$ cat config.mk
export PLATFORM = sky130hd
export DESIGN_NAME = mem_arbiter
export DESIGN_NICKNAME = d
export VERILOG_FILES = /design/src/rtl/mem_arbiter.sv
export SDC_FILE = /design/constraint.sdc
export NUM_CORES = 1
export LEC_CHECK = 0
export ABC_AREA = 1
export BUFFER_PORTS_ARGS = -buffer_cell sky130_fd_sc_hd__buf_4
export CORE_UTILIZATION = 49
export CTS_BUF_LIST = sky130_fd_sc_hd__clkbuf_4
export CTS_CLUSTER_SIZE = 16
export DETAILED_ROUTE_END_ITERATION = 16
export PLACE_DENSITY = 0.82
export SYNTH_ARGS = -nofsm -noshare
export SYNTH_HDL_FRONTEND = slang
export SYNTH_SLANG_ARGS = --single-unit
$ cat constraint.sdc
create_clock -name clk -period 2 [get_ports clk]
set_input_delay 0 -clock clk [delete_from_list [all_inputs] [get_ports clk]]
set_output_delay 0 -clock clk [all_outputs]
set_load 0.03 [all_outputs]
$ cat src/rtl/mem_arbiter.sv
// Two-port (instruction/data) arbiter in front of a single 16-bit physical memory.
// Define MEM_ARBITER_ROUND_ROBIN_EN to add a round-robin tie-break pointer; otherwise data always wins ties.
module mem_arbiter (
    input  logic        clk,
    input  logic        reset_n,
    input  logic        i_read,
    input  logic [15:0] i_address,
    output logic [15:0] i_rdata,
    output logic        i_resp,
    input  logic        d_read,
    input  logic        d_write,
    input  logic [15:0] d_address,
    input  logic [15:0] d_wdata,
    input  logic [1:0]  d_byte_enable,
    output logic [15:0] d_rdata,
    output logic        d_resp,
    output logic        pmem_read,
    output logic        pmem_write,
    output logic [15:0] pmem_address,
    output logic [15:0] pmem_wdata,
    output logic [1:0]  pmem_byte_enable,
    input  logic [15:0] pmem_rdata,
    input  logic        pmem_resp
);

    typedef enum logic [1:0] {IDLE, SERVE_I, SERVE_D, RESP} state_t;

    state_t      state;
    state_t      state_next;
    logic        grant_d;
    logic        grant_i;
    logic        data_first;
    logic        serve_done;

    logic [15:0] addr_q;
    logic [15:0] wdata_q;
    logic [1:0]  be_q;
    logic        rd_q;
    logic        wr_q;
    logic        i_resp_q;
    logic        d_resp_q;
    logic [15:0] i_rdata_q;
    logic [15:0] d_rdata_q;

    assign serve_done = ((state == SERVE_I) || (state == SERVE_D)) && pmem_resp;

`ifdef MEM_ARBITER_ROUND_ROBIN_EN
    // ptr = 1 means the instruction port wins the next tie.
    logic ptr;

    always_ff @(posedge clk or negedge reset_n) begin
        if (!reset_n) begin
            ptr <= 1'b0;
        end else if (serve_done) begin
            ptr <= (state == SERVE_D);
        end
    end

    assign data_first = ~ptr;
`else
    assign data_first = 1'b1;
`endif

    always_ff @(posedge clk or negedge reset_n) begin
        if (!reset_n) begin
            state <= IDLE;
        end else begin
            state <= state_next;
        end
    end

    always_comb begin
        state_next = state;
        grant_d    = 1'b0;
        grant_i    = 1'b0;
        case (state)
            IDLE: begin
                if ((d_read || d_write) && (data_first || !i_read)) begin
                    grant_d    = 1'b1;
                    state_next = SERVE_D;
                end else if (i_read) begin
                    grant_i    = 1'b1;
                    state_next = SERVE_I;
                end
            end
            SERVE_I, SERVE_D: begin
                if (pmem_resp) begin
                    state_next = RESP;
                end
            end
            RESP:    state_next = IDLE;
            default: state_next = IDLE;
        endcase
    end

    // The latched request doubles as the registered memory command; rd/wr drop as soon as memory answers.
    always_ff @(posedge clk or negedge reset_n) begin
        if (!reset_n) begin
            addr_q    <= 16'h0000;
            wdata_q   <= 16'h0000;
            be_q      <= 2'b00;
            rd_q      <= 1'b0;
            wr_q      <= 1'b0;
            i_resp_q  <= 1'b0;
            d_resp_q  <= 1'b0;
            i_rdata_q <= 16'h0000;
            d_rdata_q <= 16'h0000;
        end else begin
            if (grant_d) begin
                addr_q  <= d_address;
                wdata_q <= d_wdata;
                be_q    <= d_byte_enable;
                wr_q    <= d_write;
                rd_q    <= ~d_write;
            end else if (grant_i) begin
                addr_q  <= i_address;
                wdata_q <= 16'h0000;
                be_q    <= 2'b11;
                wr_q    <= 1'b0;
                rd_q    <= 1'b1;
            end

            if (serve_done) begin
                rd_q      <= 1'b0;
                wr_q      <= 1'b0;
                i_resp_q  <= (state == SERVE_I);
                d_resp_q  <= (state == SERVE_D);
                i_rdata_q <= (state == SERVE_I) ? pmem_rdata : 16'h0000;
                d_rdata_q <= ((state == SERVE_D) && !wr_q) ? pmem_rdata : 16'h0000;
            end else if (state == RESP) begin
                i_resp_q  <= 1'b0;
                d_resp_q  <= 1'b0;
                i_rdata_q <= 16'h0000;
                d_rdata_q <= 16'h0000;
            end
        end
    end

    assign pmem_read        = rd_q;
    assign pmem_write       = wr_q;
    assign pmem_address     = addr_q;
    assign pmem_wdata       = wdata_q;
    assign pmem_byte_enable = be_q;
    assign i_resp           = i_resp_q;
    assign d_resp           = d_resp_q;
    assign i_rdata          = i_rdata_q;
    assign d_rdata          = d_rdata_q;

endmodule

## After elaboration in Yosys (flattened, before gate mapping)

Cells that the tools add are included.

| storage, ports and cells | value |
|---|---|
| register bits after elaboration | 72 |
| bits in latches | 0 |
| RAM bits | 0 |
| ROM bits | 0 |
| bits of input ports | 72 |
| output and inout port bits | 70 |
| memories | 0 |

| cells by class | value |
|---|---|
| add/subtract/negate cells | 0 |
| multiply operators | 0 |
| div/mod/pow operators | 0 |
| magnitude comparators | 0 |
| eq/ne operators | 5 |
| shift-type cells | 0 |
| muxes and demuxes | 29 |
| bitwise gates (word level) | 1 |
| reduce and logical (&&, ||, !) cells | 11 |

Operator list:

| cell | number |
|---|---|
| $mux W16 | 9 |
| $mux W1 | 14 |
| $mux W2 | 5 |
| $pmux W2 S3 | 1 |
| $eq A2 B2 Y1 const B | 2 |
| $reduce_bool A2 Y1 | 2 |
| $ne A3 B3 Y1 const B | 1 |
| $reduce_bool A3 Y1 | 1 |
| $eq A2 B1 Y1 const B | 1 |
| $logic_and A1 B1 Y1 | 2 |
| $logic_not A2 Y1 | 1 |
| $logic_or A1 B1 Y1 | 2 |
| $ne A2 B2 Y1 const B | 1 |
| $reduce_and A2 Y1 | 1 |
| $reduce_or A2 Y1 | 1 |
| $logic_not A1 Y1 | 1 |
| $not A1 Y1 | 1 |

## Depth between registers and ports, before layout

| logic depth | value |
|---|---|
| depth after elaboration | 6 |
| mapped depth | 9 |
| gate-level depth less buffers | 8 |

## Worst setup path before layout

OpenSTA, ideal clock, no wires.

| timing path | value |
|---|---|
| kind | register to register |
| from | reg state[0] |
| to | reg i_rdata_q[10] (netlist: i_rdata[10]) |
| setup time | 0.095 ns |
| arrival time | 1.355 ns |
| data required time | 1.905 ns |
| slack | 0.550 ns |
| cell stages (with the launch flop) | 8 |
| cells stage by stage | dfrtp_1 > inv_1 > ha_1 > nand2_1 > buf_2 > buf_4 > nand3_1 > o31ai_1 |

| between the ends | value |
|---|---|
| word-level cells in the longest chain between the ends | 4 |
| elaborated cells between the ends (all ways) | 8 |
| classes of those cells | eq/ne (3); mux (2); reduce/logical (3) |

Ends and longest elaborated chain:

| item | line | source |
|---|---|---|
| from (decl) | 28 | `state_t state;` |
| from (signal assigned) | 68 | `state <= state_next;` |
| $eq A2 B1 Y1 or $eq A2 B2 Y1 (tied branches) | 45, 128 |  |
| $logic_or A1 B1 Y1 | 45 | `assign serve_done = ((state == SERVE_I) \|\| (state == SERVE_D)) && pmem_resp;` |
| $logic_and A1 B1 Y1 | 45 |  |
| $mux W16 or $reduce_bool A2 Y1 (tied branches) | n/a |  |
| to (signal assigned) | 128 | `i_rdata_q <= (state == SERVE_I) ? pmem_rdata : 16'h0000;` |
| to (decl) | 42 | `logic [15:0] i_rdata_q;` |

Parallel ways exist; a longest one is shown, timed or not.
A chain may end at the register's enable or synchronous reset.

## Worst setup path in the final report

| timing path | value |
|---|---|
| from | reg state[0] |
| to | reg addr_q[6] (netlist: pmem_address[6]) |

| between the ends | value |
|---|---|
| word-level cells in the longest chain between the ends | 3 |
| elaborated cells between the ends (all ways) | 5 |
| classes of those cells | mux (3); reduce/logical (2) |

Ends and longest elaborated chain:

| item | line | source |
|---|---|---|
| $logic_not A2 Y1 (*) | 76 | `case (state)` |
| $mux W1 | 76 |  |
| $mux W16 or $reduce_bool A2 Y1 (tied branches) | n/a |  |
| to (signal assigned) | 110 | `addr_q <= d_address;` |
| to (signal assigned) | 116 | `addr_q <= i_address;` |
| to (decl) | 35 | `logic [15:0] addr_q;` |

Every way passes the cells marked *; elsewhere a longest branch is shown, timed or not.

==> qor.txt <==
DRC violations left: 0
clock tree buffer depth: 2
Overflow after GRT: 0
max_cap viols: 0
FF-to-FF Start: state[0]$_DFFE_PN0P_
Post-Syn Area: 3240 µm²
drt wl/cell: 15.2 µm
Reg2Reg Setup Slack: 170 ps
CTS Sinks: 72
fin crit period: 1830 ps
Root Buffer Master: clkbuf_4
Hold Worst Slack: 245 ps
Compound-Gate Fraction of Synth Area: 8.54%
initial core utilization: 51.0%
ANT cells: 0
syn_nets: 456
largest net degree at the start of global routing: 73
H-tree levels: 3
unrepaired setup endpoints after global routing: no
Final HPWL DP: 5520 µm
post-synth cell types: 22
vias: 3457
crit-path max FO: 20
GPL Wtd Cong: 0.758
I/O pins: 142
Hold Path Class: primary input to async pin
worst setup path class: register to register
Synth Area in Adders: 1.55%
DR iter-0 viols: 272
Cell Pwr Density: 1540 nW/µm²
fin. max-slew vios: 0
Register-to-Register Path Depth: 8
layout cell share with drive strength beyond 1: 28.4%
fin crit share: 91.5%
worst slew pin tran: 893 ps
multiplexer share of the synthesized area: 0%
Final TNS setup: 0 ps
Post-Synth Simple-Gate Area: 24.3%
Final #Nets: 665
number of global-route vias before repair: 3587
drt pass-1 iters: 5
TritonCTS buffer count: 9
syn avg cell area: 8.52 µm²
register area share after synthesis: 55.6%
critical path required time: 2290 ps
synthesis-to-finish area growth: 59.0%
total wire length: 10200 µm
Synth Register Bits: 72
DR vias/cell: 5.17
Warnings, synthesis: 0
Core ar.: 6350 µm²
first-pass GRT wire length: 16700 µm
Startpoint Class: register
Final Hold Viols: 0
Die Ht: 83.3 µm
row count: 29
CP Capture Type: register
Global Route Usage Sum: 30.5%
Yosys top cell by area: dfrtp_1
largest family of logic cells by synthesized area: simple AND/OR/NAND/NOR gates
VDD IR max: 1.13 mV
clk_lat worst skew: 410 ps
relative slew slack: 40.5%
status: finished clean
Worst-path clk slew: 130 ps
CP arrival: 2120 ps
antenna-violating nets left: 0
# port buffers: 141
xor/xnor share of the synthesized area: 0%
Setup Skew: 18.8 ps
Fmax achieved: 547 MHz
Die ar.: 6940 µm²
initial antenna violation count: 0
synthesized instance count: 380
CTS tree: yes
Area contributors post-synth: dfrtp_1 (56%), nand2_1 (14%), nand3_1 (6.0%), inv_1 (5.8%), o21ai_0 (5.3%)
r2r endpoint: pmem_address[6]$_DFFE_PN0P_
Yosys top cell area share: 55.6%
Die W: 83.3 µm
Leakage: 0.00280 µW
setup violators final: 0
cells by family after synthesis:
family,count (synthesis)
simple gates,185
flops,72
buf+inv,70
compound gates,49
fa+ha+maj,4
report_power, final:
group / internal, µW / total, µW / switching, µW
logic: 1570 / 4520 / 2940
registers: 2120 / 2550 / 430
clock network: 358 / 838 / 480
cells in the final DEF (no fill, tap or decap):
master,instances
clkbuf_4,9
clkinv_2,1
bufinv_16,1
ha_1,4
nor2_1,12
nand2_1,123
o21ai_0,34
clkinv_1,3
a21oi_1,2
buf_12,1
nand3_2,2
dfrtp_1,72
nand2_2,4
o21ai_2,1
nand3_1,38
clkinvlp_4,1
nor2_4,2
nand4_1,3
o21ai_1,1
inv_1,50
nand2_4,1
dlygate4sd3_1,71
buf_4,145
o31ai_1,11
repair_timing:
action | 4_1_cts | 5_1_grt
hold endpoints to repair | 143 | 0
buffers inserted | 0 | 0
endpoints found under the setup margin | 0 | 2
gates resized for setup | 0 | 2
hold buffers | 71 | 0
cell usage after synthesis (all sizes together):
cell,instances
nand2,128
dfrtp,72
inv,50
nand3,40
o21ai,36
nor2,14
buf,13
o31ai,11
clkbuf,6
ha,4
nand4,3
a21oi,2
clkinv,1
worst max-delay path: stages (launching register included):
cell and delay, ps:
dfrtp_1 430, inv_1 100, ha_1 380, inv_1 170, nor2_4 140, buf_4 250
nand2_1 110, nand2_1 90, nand2_1 60
state kept, by name, summed over array words and instances, names as in the netlist:
name	cells
d_rdata	16
i_rdata	16
pmem_address	16
pmem_wdata	16
pmem_byte_enable	2
state	2
d_resp	1
i_resp	1
pmem_read	1
pmem_write	1
per-layer routing:
layer  wire length (µm)  track usage (%)  vias to the layer above  part of all wire, %
met5                  0                0                        -                    0
met4                286             13.3                        0                  2.8
met3                869             8.55                       31                  8.5
met2               4990             51.1                      193                   49
met1               4030             36.9                     1625                   40
li1                   -                -                     1608                    -
worst max path at each step:
stage	startpoint	to	slack [ps]	cells past startpoint
CTS	state[0]$_DFFE_PN0P_	d_rdata[3]$_DFFE_PN0P_	220	4
global route	state[1]$_DFFE_PN0P_	pmem_address[8]$_DFFE_PN0P_	60	8
finish	state[0]$_DFFE_PN0P_	pmem_address[6]$_DFFE_PN0P_	170	8
detailed placement	state[0]$_DFFE_PN0P_	pmem_address[9]$_DFFE_PN0P_	260	8
floorplan	state[0]$_DFFE_PN0P_	i_rdata[10]$_DFFE_PN0P_	550	7
global placement	state[0]$_DFFE_PN0P_	d_rdata[13]$_DFFE_PN0P_	320	4
area by class of cell:
type                       instances  area [µm²]
timing repair buffer             217        1820
sequential                        72        1800
tap                               77        96.3
clock buffer                       9        67.6
fill                             378        1200
clock inverter                     5        50.0
inverter                          51         191
multi-input combinational        238        1120
stage by stage:
stage	utilization (%)	setup slack (ps)	total power, µW	instances	area [µm²]
4_1_cts	80.9	224	7770	669	5140
3_3_place_gp	67.9	317	6720	584	4310
3_5_place_dp	67.9	262	6820	584	4310
2_1_floorplan	-	550	5350	380	3240
5_1_grt	81.1	60.2	8380	669	5150
6_report	81.1	170	7900	669	5150
Note: power is estimated with default switching activity, not from simulation.
